### src/rtl/button_event_decoder_pkg.sv
// Shared types and constants for the button event decoder.
// Latency: n/a (declarations only).
// Backpressure: n/a.
package button_event_decoder_pkg;

    typedef enum logic [2:0] {
        IDLE           = 3'd0,
        PRESSED        = 3'd1,
        LONG_HELD      = 3'd2,
        WAIT_SECOND    = 3'd3,
        SECOND_PRESSED = 3'd4
    } state_t;

    localparam int DEFAULT_CLK_FREQ_HZ = 50_000_000;
    localparam int CYCLES_PER_MS       = DEFAULT_CLK_FREQ_HZ / 1000;

    // Clock cycles per millisecond for an arbitrary clock frequency.
    function automatic int cycles_per_ms(input int clk_freq_hz);
        return clk_freq_hz / 1000;
    endfunction

    function automatic int max3(input int a, input int b, input int c);
        int m;
        m = (a > b) ? a : b;
        return (m > c) ? m : c;
    endfunction

endpackage

### src/rtl/button_event_decoder_ms_tick.sv
// Millisecond prescaler: one-cycle tick every CYCLES clk cycles.
// Latency: first tick CYCLES cycles after clear/reset.
// Backpressure: none; clear restarts the period synchronously.
module ms_tick_gen
    import button_event_decoder_pkg::*;
#(
    parameter int CYCLES = CYCLES_PER_MS
) (
    input  logic clk,
    input  logic rst_a_p,
    input  logic clear,
    output logic tick
);

    localparam int                CNT_W = (CYCLES > 1) ? $clog2(CYCLES) : 1;
    localparam logic [CNT_W-1:0]  LAST  = CNT_W'(CYCLES - 1);

    logic [CNT_W-1:0] cnt;

    assign tick = (cnt == LAST);

    // Free-running modulo-CYCLES counter, restarted by clear.
    always_ff @(posedge clk or posedge rst_a_p) begin
        if (rst_a_p) begin
            cnt <= '0;
        end else if (clear || tick) begin
            cnt <= '0;
        end else begin
            cnt <= cnt + CNT_W'(1);
        end
    end

endmodule

### src/rtl/button_event_decoder.sv
// Decodes a debounced button into press/release/short/long/repeat/double-click pulses.
// Latency: edges and held appear on the 3rd clk edge after button_in changes; timed events exact to +/-1 cycle.
// Backpressure: none; every output is a registered one-cycle pulse (held is a level).
module button_event_decoder
    import button_event_decoder_pkg::*;
#(
    parameter int CLK_FREQ_HZ      = 50_000_000,
    parameter int LONG_PRESS_MS    = 1000,
    parameter int DOUBLE_WINDOW_MS = 300,
    parameter int REPEAT_MS        = 200
) (
    input  logic clk,
    input  logic rst_a_p,
    input  logic button_in,
    output logic held,
    output logic press_pulse,
    output logic release_pulse,
    output logic short_press,
    output logic long_press,
    output logic repeat_pulse,
    output logic double_click
);

    localparam int CYC    = cycles_per_ms(CLK_FREQ_HZ);
    localparam int MS_MAX = max3(LONG_PRESS_MS, DOUBLE_WINDOW_MS, REPEAT_MS);
    localparam int MS_W   = $clog2(MS_MAX + 1);

    // Thresholds are compared against the count before it increments, so an
    // event fires on the same edge the count would reach the full interval.
    localparam logic [MS_W-1:0] LONG_LAST = MS_W'(LONG_PRESS_MS - 1);
    localparam logic [MS_W-1:0] WIN_LAST  = MS_W'(DOUBLE_WINDOW_MS - 1);
    localparam logic [MS_W-1:0] REP_LAST  = MS_W'(REPEAT_MS - 1);
    localparam logic [MS_W-1:0] MS_SAT    = {MS_W{1'b1}};

    logic sync_1, sync_2, sync_3;
    logic press_edge, release_edge;
    logic tick, clear;
    logic [MS_W-1:0] ms_cnt;
    logic long_hit, win_hit, rep_hit;

    state_t state, state_nxt;
    logic   short_nxt, long_nxt, rep_nxt, dbl_nxt;

    // Two-flop synchronizer plus a history flop for edge detection.
    always_ff @(posedge clk or posedge rst_a_p) begin
        if (rst_a_p) begin
            sync_1 <= 1'b0;
            sync_2 <= 1'b0;
            sync_3 <= 1'b0;
        end else begin
            sync_1 <= button_in;
            sync_2 <= sync_1;
            sync_3 <= sync_2;
        end
    end

    assign press_edge   = sync_2 & ~sync_3;
    assign release_edge = ~sync_2 & sync_3;

    ms_tick_gen #(
        .CYCLES (CYC)
    ) u_ms_tick_gen (
        .clk     (clk),
        .rst_a_p (rst_a_p),
        .clear   (clear),
        .tick    (tick)
    );

    assign long_hit = tick && (ms_cnt >= LONG_LAST);
    assign win_hit  = tick && (ms_cnt >= WIN_LAST);
    assign rep_hit  = tick && (ms_cnt >= REP_LAST);

    // Saturating millisecond counter, restarted whenever the timing base restarts.
    always_ff @(posedge clk or posedge rst_a_p) begin
        if (rst_a_p) begin
            ms_cnt <= '0;
        end else if (clear) begin
            ms_cnt <= '0;
        end else if (tick && (ms_cnt != MS_SAT)) begin
            ms_cnt <= ms_cnt + MS_W'(1);
        end
    end

    // Next-state and event decode; edges take priority over timer expiry.
    always_comb begin
        state_nxt = state;
        short_nxt = 1'b0;
        long_nxt  = 1'b0;
        rep_nxt   = 1'b0;
        dbl_nxt   = 1'b0;
        case (state)
            IDLE: begin
                if (press_edge) state_nxt = PRESSED;
            end
            PRESSED: begin
                if (release_edge) begin
                    state_nxt = WAIT_SECOND;
                end else if (long_hit) begin
                    state_nxt = LONG_HELD;
                    long_nxt  = 1'b1;
                end
            end
            LONG_HELD: begin
                if (release_edge) begin
                    state_nxt = IDLE;
                end else if (rep_hit) begin
                    rep_nxt = 1'b1;
                end
            end
            WAIT_SECOND: begin
                if (press_edge) begin
                    state_nxt = SECOND_PRESSED;
                    dbl_nxt   = 1'b1;
                end else if (win_hit) begin
                    state_nxt = IDLE;
                    short_nxt = 1'b1;
                end
            end
            SECOND_PRESSED: begin
                if (release_edge) state_nxt = IDLE;
            end
            default: state_nxt = IDLE;
        endcase
    end

    // A repeat restarts its interval exactly like a state change does.
    assign clear = (state_nxt != state) || rep_nxt;

    // State register and registered outputs.
    always_ff @(posedge clk or posedge rst_a_p) begin
        if (rst_a_p) begin
            state         <= IDLE;
            held          <= 1'b0;
            press_pulse   <= 1'b0;
            release_pulse <= 1'b0;
            short_press   <= 1'b0;
            long_press    <= 1'b0;
            repeat_pulse  <= 1'b0;
            double_click  <= 1'b0;
        end else begin
            state         <= state_nxt;
            held          <= sync_2;
            press_pulse   <= press_edge;
            release_pulse <= release_edge;
            short_press   <= short_nxt;
            long_press    <= long_nxt;
            repeat_pulse  <= rep_nxt;
            double_click  <= dbl_nxt;
        end
    end

endmodule

### config.mk
export PLATFORM = sky130hd
export DESIGN_NAME = button_event_decoder
export DESIGN_NICKNAME = d
export VERILOG_FILES = /design/src/rtl/button_event_decoder_pkg.sv /design/src/rtl/button_event_decoder_ms_tick.sv /design/src/rtl/button_event_decoder.sv
export SDC_FILE = /design/constraint.sdc
export NUM_CORES = 1
export LEC_CHECK = 0
export ABC_AREA = 1
export CORE_UTILIZATION = 35
export DETAILED_ROUTE_END_ITERATION = 7
export GPL_ROUTABILITY_DRIVEN = 0
export SETUP_SLACK_MARGIN = 0.5
export SLEW_MARGIN = 20
export SYNTH_ARGS = -nofsm -noshare
export SYNTH_HDL_FRONTEND = slang
export SYNTH_SLANG_ARGS = --single-unit
### constraint.sdc
create_clock -name clk -period 2.43 [get_ports clk]
set_clock_uncertainty 0.15 [all_clocks]
set_input_delay 0.486 -clock clk [delete_from_list [all_inputs] [get_ports clk]]
set_output_delay 0.486 -clock clk [all_outputs]
set_load 0.02 [all_outputs]
==> summary by stage, run 1 <==
Synth
Yosys mapped a number of flops with a built-in enable equal to 0. The flop and latch count out of synthesis is 38. The flip-flop cell with the highest count after synthesis is sky130_fd_sc_hd__dfrtp_1. The synthesized cell area is approximately 2100 sq um. The sequential element share of the synthesized area is 44.7%. The synthesized design spends more area on one cell type than any other, namely sky130_fd_sc_hd__dfrtp_1. The synthesis warning total is 0.

In the post-synthesis netlist, the cell with the most instances is sky130_fd_sc_hd__nand2_1. In the post-synthesis netlist, the biggest area contributors are sky130_fd_sc_hd__dfrtp_1 45%, sky130_fd_sc_hd__nand2_1 8.1%, sky130_fd_sc_hd__inv_1 5.8%, sky130_fd_sc_hd__nor3_2 5.2%, sky130_fd_sc_hd__nor2_1 4.9%. The average size of a mapped cell is 8.11 sq um.

The share of synthesized flip-flops with an asynchronous set or reset is between 90% and 100%. Counting every net in the synthesized netlist gives between 200 and 300. The synthesized instance count is between 200 and 300.

By count the netlist is led by 46 x sky130_fd_sc_hd__nand2_1, 38 x sky130_fd_sc_hd__dfrtp_1, 33 x sky130_fd_sc_hd__inv_1. Summed over its instances, the top area cell type makes up 44.7% of the synthesized netlist area. The number of distinct library cells after synthesis is 30.

Floorplan
The overall die area is approximately 6400 sq um. The floorplan die height is 79.9 microns. The die outline width is about 80 microns. The floorplan has 28 rows. The I/O pin count is 10. The initial utilization of the core area, before any placement, comes to approximately 36%.

The placeable core area is 5890 sq um.

Detailed routing
For this block, the initial DRC count from the detailed router was 98. The DRC violations left is 0. The count of nets left with antenna violations once routing finished came out at 0. The final wirelength is approximately 5300 microns. The detailed router placed around 1900 vias in this run. The number of iterations in the first detailed-routing pass is 4. The ratio of routed vias to standard cells is ~5. After detailed routing, the average wire length per cell comes to approximately 14 microns.

Critical path
The worst setup path startpoint is ms_cnt[0]. The critical path start-end classification is flop to flop. Data on the critical path is required at its endpoint by 2490 ps.

The critical path launch point type is a flop. The launching point of the worst reg2reg path is ms_cnt[0]. STA classifies the critical path endpoint as a flop. Data on the critical path arrives at its endpoint at 2030 ps. Of all nets on the critical path, the largest fanout is 7.

Placement
The HPWL after detailed placement is slightly below 3000 microns. The number of I/O port buffers is 9.

Global route
Summed over all layers, the global routing overflow is 0. The via count of the first global-routing pass was between 1500 and 2000. The largest net degree at the start of global routing is 39.

The first-pass GRT wire length is 8620 microns. In the global route stage, overall resource usage came out at 17.6%. The number of antenna violations at the first check in global routing came to 0.

Clock tree
TritonCTS built the clock tree. In this run the deepest clock path goes through 2 buffers. The clock net in this run drives a total of 38 sinks. The number of clock buffers added by TritonCTS is 5.

The worst-skew pair later-pin latency is approximately 290 ps. Clock-pin slew was measured on the worst setup and hold paths at around 80 ps. The number of hold buffers added after CTS was 0.

The root buffer cell chosen for the clock tree is sky130_fd_sc_hd__clkbuf_8. The clock tree synthesis step divided the H-tree into 2 levels.

Cells and area
The number of antenna diodes in the final layout is 0. After the last flow step, the layout net total stands at 312. Once layout is complete, the utilization of the core stands at a little over 50%. The area growth from synthesis to layout is 43.4%. The share of cells above drive strength 1 is approximately 40%.

Timing
At the pin with the least slew margin, the transition time is just under 500 ps. The final hold violation count is 0. After layout, the worst path uses 81.3% of the clock period. The accumulated negative setup slack is 0 ps. The clock period minus worst slack is between 1500 and 2000 ps. The final hold slack is 209 ps.

Setup repair after global routing could not meet its margin everywhere. Setup violations remaining at the end of the flow were counted as 0. Headroom to the max-slew limit came out at between 60% and 70%. The final-report max-slew violation count came to 0. The highest achievable clock rate is 0.506 GHz.

Power
The static power due to leakage is approximately 0.0012 uW. The completed layout was analyzed and its total power is 2280 uW. IR analysis of the VDD net gives a maximum drop of 0.000535 V. For this design the ratio of total power to cell area is between 700 and 800 nW/um^2.

Status
The flow ran to the end, and the final reports show no timing, DRC or antenna violations.

Min path
The class of the tightest hold or removal check is flop to flop. The startpoint identified for the worst hold timing path is sync_1.

Run
The number of max-capacitance violations reported is 0.
## kinds of logic after synthesis
kind of cell / count (synthesis) / synth area share [%]
buffers and inverters: 45 / 8.95
adder cells (fa/ha/maj): 2 / 1.18
flip-flops: 38 / 44.7
AND/OR/NAND/NOR: 154 / 37.5
XOR/XNOR: 10 / 4.12
AO/OA/AOI/OAI: 13 / 3.53
## cells in the final DEF (no fill, tap or decap), types with 9 or more instances in the layout
master,count
sky130_fd_sc_hd__inv_1,31
sky130_fd_sc_hd__dfrtp_1,25
sky130_fd_sc_hd__nor2_4,9
sky130_fd_sc_hd__dfrtp_2,13
sky130_fd_sc_hd__nand2_2,10
sky130_fd_sc_hd__nor3_4,10
sky130_fd_sc_hd__nand3_1,18
sky130_fd_sc_hd__buf_4,29
sky130_fd_sc_hd__nor2_1,19
sky130_fd_sc_hd__nand2_1,38
sky130_fd_sc_hd__nor3_2,15
sky130_fd_sc_hd__nand4_1,10
## where the power goes
| part | internal [uW] | leakage [uW] | switching [uW] |
|---|---|---|---|
| sequential | 684 | 0.000494 | 57.5 |
| clock | 412 | 0.0000683 | 243 |
| combinational | 452 | 0.000682 | 432 |
## registers in the layout (all words and copies together), names as in the netlist
name	cells
u_ms_tick_gen.cnt	16
ms_cnt	10
state	3
double_click	1
held	1
long_press	1
press_pulse	1
release_pulse	1
repeat_pulse	1
short_press	1
sync_1	1
sync_2	1
## worst paths after layout
check | end | slack [ps] | cells after the start
min | sync_2 | 210 | 0
max | u_ms_tick_gen.cnt[4] | 460 | 13
max reg2reg | u_ms_tick_gen.cnt[4] | 460 | 13
min reg2reg | sync_2 | 210 | 0
min in group asynchronous | held | 450 | 3
max in group asynchronous | u_ms_tick_gen.cnt[10] | 1300 | 3
## critical path, stage by stage (launching register included)
cell and delay, ps:
sky130_fd_sc_hd__dfrtp_1 400, sky130_fd_sc_hd__ha_4 170, sky130_fd_sc_hd__nand2_2 60, sky130_fd_sc_hd__nand2_2 90
sky130_fd_sc_hd__inv_2 50, sky130_fd_sc_hd__nor2_4 90, sky130_fd_sc_hd__nand3_2 70, sky130_fd_sc_hd__nand2_2 80
sky130_fd_sc_hd__nand2_2 80, sky130_fd_sc_hd__nand4_4 110, sky130_fd_sc_hd__nand4_4 120, sky130_fd_sc_hd__buf_6 150
sky130_fd_sc_hd__buf_12 130, sky130_fd_sc_hd__nor3_4 140
## timing repair
item | 4_1_cts | 5_1_grt
cloned | 2 | 1
setup endpoints to repair | 27 | 26
setup buffers | 19 | 9
gates resized for setup | 47 | 36
pin swaps | 8 | 8
## metal layers
metal	track usage (%)	up-vias	share of wire [%]
met4	10.4	0	2.8
li1	-	942	-
met5	0	-	0
met3	2.86	13	1.9
met1	20.6	935	43
met2	30.0	28	52
## cell type report
class                   instances  area [sq um]
fillers                       528          2840
multi-input cells             179          1270
flip-flops and latches         38           967
repair buffers                 44           434
inverters                      39           149
well taps                      75          93.8
clock buffers                   5          68.8
clock inverters                 3          68.8
## stage by stage
| stage | cell area, sq um | cells | setup WS [ps] |
|---|---|---|---|
| floorplan | 2130 | 262 | 584 |
| global placement | 2300 | 344 | 354 |
| detailed placement | 2300 | 344 | 259 |
| CTS | 2810 | 373 | 488 |
| global route | 3050 | 383 | 333 |
| finish | 3050 | 383 | 455 |
Power figures use the tool's default switching activity.
==> run 2, diff against run 1 <==
==> constraint.sdc (replaced) <==
create_clock -name clk -period 1.7 [get_ports clk]
set_clock_uncertainty 0.15 [all_clocks]
set_input_delay 0.34 -clock clk [delete_from_list [all_inputs] [get_ports clk]]
set_output_delay 0.34 -clock clk [all_outputs]
set_load 0.02 [all_outputs]
==> run 2 against run 1 <==
Effect of this change: the run now ends with negative setup slack left; wire length is 4.6% higher; final cell count increased by 11%; clock power fell by 1%; setup slack got worse by 740 ps; utilization up 5.8 points; combinational power grew 61%; register-to-register slack worse by 740 ps; power is 36% higher; fmax shrank 0.31%; die area unchanged; cell area grew 11%; critical path depth decreased by 5; critical endpoint is now u_ms_tick_gen.cnt[9].
==> summary by stage, run 2 (synthesis gave the netlist of run 1 again) <==
Status
The run finished, with violations left. The final reports fail on negative setup slack.

Timing
The worst pin sits at a relative slew slack of a little over two thirds. Once routing completed, OpenROAD measured the worst setup slack at -281 ps. The highest achievable clock rate is roughly 0.50 GHz. The worst path uses 117% of the clock period.

Subtracting the final worst setup slack from the clock period gives about 2000 ps. For the pin with the worst max-slew slack, the measured transition is roughly 440 ps. The final hold violation count is 0. Setup violations remaining at the end of the flow were counted as 26.

The final-report max-slew violation count is 0. Setup repair after global routing could not meet its margin everywhere.

Run
The number of max-capacitance violations reported is 0.

Detailed routing
The total via count in the routed design is approximately 2100. For this block, wires on met1 add up to about 2500 microns. The wire length on met2 is 2780 microns.

The number of iterations in the first detailed-routing pass is 4. The final wirelength is about 5500 microns. The count of nets left with antenna violations once routing finished came out at 0. Wire segments on met3 add up to 123 microns in the final route. The number of DRC markers in iteration 0 is 51. Using the TritonRoute via totals, the vias-per-cell ratio works out to 4.82. The DRC violations left is 0. Dividing the detail-routed wire length by the instance count gives roughly 13 microns.

The top layer reached by signal wires is met4.

Critical path
On the critical path, the stage with the largest delay is an instance of sky130_fd_sc_hd__dfrtp_1. The minimum setup slack among reg-to-reg paths is -280 ps. STA puts the critical path data arrival time at approximately 2000 ps.

In this design, the stage delay of the slowest critical-path cell is approximately 400 ps. The critical path ends at u_ms_tick_gen.cnt[9]. The critical path launch point type is a flop. Tracing the worst setup path back leads to its startpoint at state[2]. The critical path start-end classification is flop to flop. Walking the worst path, the cells encountered are buf_4, inv_1, nand4_1, nand3b_1, nand4_4, buf_6, buf_16, nor3_2. The worst register-to-register path begins at state[2]. The required time at the worst-slack endpoint is 1730 ps. The worst setup path is captured at a flop. The worst-case reg-to-reg path depth is 8. The biggest fanout along the worst timing path is 5.

In this run the critical register-to-register path is captured at u_ms_tick_gen.cnt[9].

Placement
Port buffering added 9 buffers. The post-placement worst setup slack is -273 ps. Summed over all nets, the half-perimeter wirelength after detailed placement is between 3000 and 4000 microns.

Cells and area
The most common library cell in the layout ignoring fill and taps is sky130_fd_sc_hd__buf_4. The area growth from synthesis to final layout is 59.3%. At the end of the flow, the number of nets in the layout was approximately 360. The antenna cell count is 0. Counting flops per register, the top entry is u_ms_tick_gen.cnt. The number of flip-flops in the largest register is 16. The post-route netlist has 48.3% of its cells at a drive strength greater than 1. The top cell types in the final layout, fill and taps aside, are 69 x sky130_fd_sc_hd__buf_4, 39 x sky130_fd_sc_hd__nand2_1, 38 x sky130_fd_sc_hd__dfrtp_1. In the final layout, the registers with the most flip-flops are u_ms_tick_gen.cnt (16), ms_cnt (10), state (3).

Power
In this run switching power makes up roughly 35% of total power. Of the total power, combinational logic draws 45.6%. Registers are responsible for about a third of the overall power. The maximum ir drop on the vdd rail is around 0.00048 V. The post-route total power is just over 3000 uW. The internal power consumption is 2000 uW. The clock network is responsible for approximately a fifth of the overall power. Summed over all nets, the switching power comes to 1100 uW. Summed over all cells, the static leakage comes to approximately 0.0015 uW. In this run the power density over the cells is ~900 nW/um^2.

Floorplan
The overall die area is 6390 sq um. The floorplan step set the die width to 79.9 microns. The floorplan die height is roughly 80 microns.

After floorplanning, the core was divided into 28 placement rows. The core region is between 5000 and 6000 sq um. The initial utilization of the core area, before any placement, comes to 36.1%. Pin placement for this block handled 10 I/O pins.

Clock tree
TritonCTS built the clock tree. The number of buffers created by CTS is 5. In this run the clock root is driven by a sky130_fd_sc_hd__clkbuf_8. No sink is reached through more buffers than the 2 on the longest clock path. The post-CTS clock slew at the launch and capture registers of the worst setup and hold paths is 80 ps.

CTS built an H-tree with a depth of 2. The clock drives 38 sinks. The worst-skew pair later-pin latency is 300 ps.

Min path
The min-delay analysis places its worst path in the category flop to flop.

Global route
The first global-routing pass estimated around 9000 microns of wire. Global routing finished with a remaining overflow of 0. Entering global routing, the biggest net connects 39 pins.

The number of antenna violations at the first check in global routing was 0. The all-layer global routing usage is 18.3%. The via count of the first global-routing pass is 1989.
==> run 2: cell count changes in the layout (fill, tap and decap cells not counted), moves of 3 or more <==
cell / change
sky130_fd_sc_hd__nor2_1: +4
sky130_fd_sc_hd__dfrtp_2: -13
sky130_fd_sc_hd__clkdlybuf4s50_1: -6
sky130_fd_sc_hd__nand3_1: -3
sky130_fd_sc_hd__nor2_4: -5
sky130_fd_sc_hd__buf_6: +10
sky130_fd_sc_hd__buf_4: +40
sky130_fd_sc_hd__dfrtp_1: +13
sky130_fd_sc_hd__inv_1: -3
sky130_fd_sc_hd__nand2_2: -3
==> run 2: how the worst min path moves through the flow <==
stage / start / endpoint / slack [ps] / depth (start not counted)
after floorplan: rst_a_p / double_click / 160 / 1
after global placement: sync_1 / sync_2 / 180 / 0
after detailed placement: sync_1 / sync_2 / 190 / 0
after CTS: sync_1 / sync_2 / 210 / 0
after global routing: sync_1 / sync_2 / 230 / 0
final: sync_1 / sync_2 / 210 / 0
==> run 2: timing repair <==
action / CTS / global route
endpoints found under the setup margin: 38 / 40
buffers inserted: 5 / 7
cloned: 2 / 0
pin swaps: 11 / 12
gates resized for setup: 73 / 33
hold buffers: 0 / 0
==> run 2: metrics by stage <==
| stage | setup TNS (ps) | hold slack, ps | area [sq um] | instances | util [%] |
|---|---|---|---|---|---|
| floorplan | -1530 | 156 | 2180 | 262 | - |
| global placement | -4220 | 182 | 2840 | 405 | 48.3 |
| detailed placement | -5420 | 194 | 2840 | 405 | 48.3 |
| CTS | -5720 | 214 | 3160 | 420 | 53.8 |
| global route | -9430 | 227 | 3390 | 427 | 57.5 |
| finish | -6740 | 210 | 3390 | 427 | 57.5 |
==> run 2: critical path, delay by kind of cell (launching register included) <==
family        cells  cell delay, ps
flops             1             400
simple gates      4             790
buf+inv           4             530
==> run 2: power by group through the flow <==
stage	Combinational, uW	Sequential (uW)	Clock (uW)
after floorplan	476	1050	0
after global placement	807	1040	0
after detailed placement	814	1040	0
after CTS	1240	1030	664
after global routing	1500	1050	699
final	1420	1040	646
==> run 2: cell type report <==
type / count / area, sq um
clock buffers: 5 / 68.8
clock inverters: 3 / 21.3
fillers: 506 / 2500
inverters: 39 / 153
multi-input cells: 179 / 1310
flip-flops and latches: 38 / 951
well taps: 75 / 93.8
repair buffers: 88 / 788
==> run 2: layer usage <==
metal / global-route usage [%] / up-vias
met1: 23.5 / 997
met4: 5.54 / 0
met2: 30.8 / 27
met3: 3.54 / 11
li1: - / 1025
met5: 0 / -
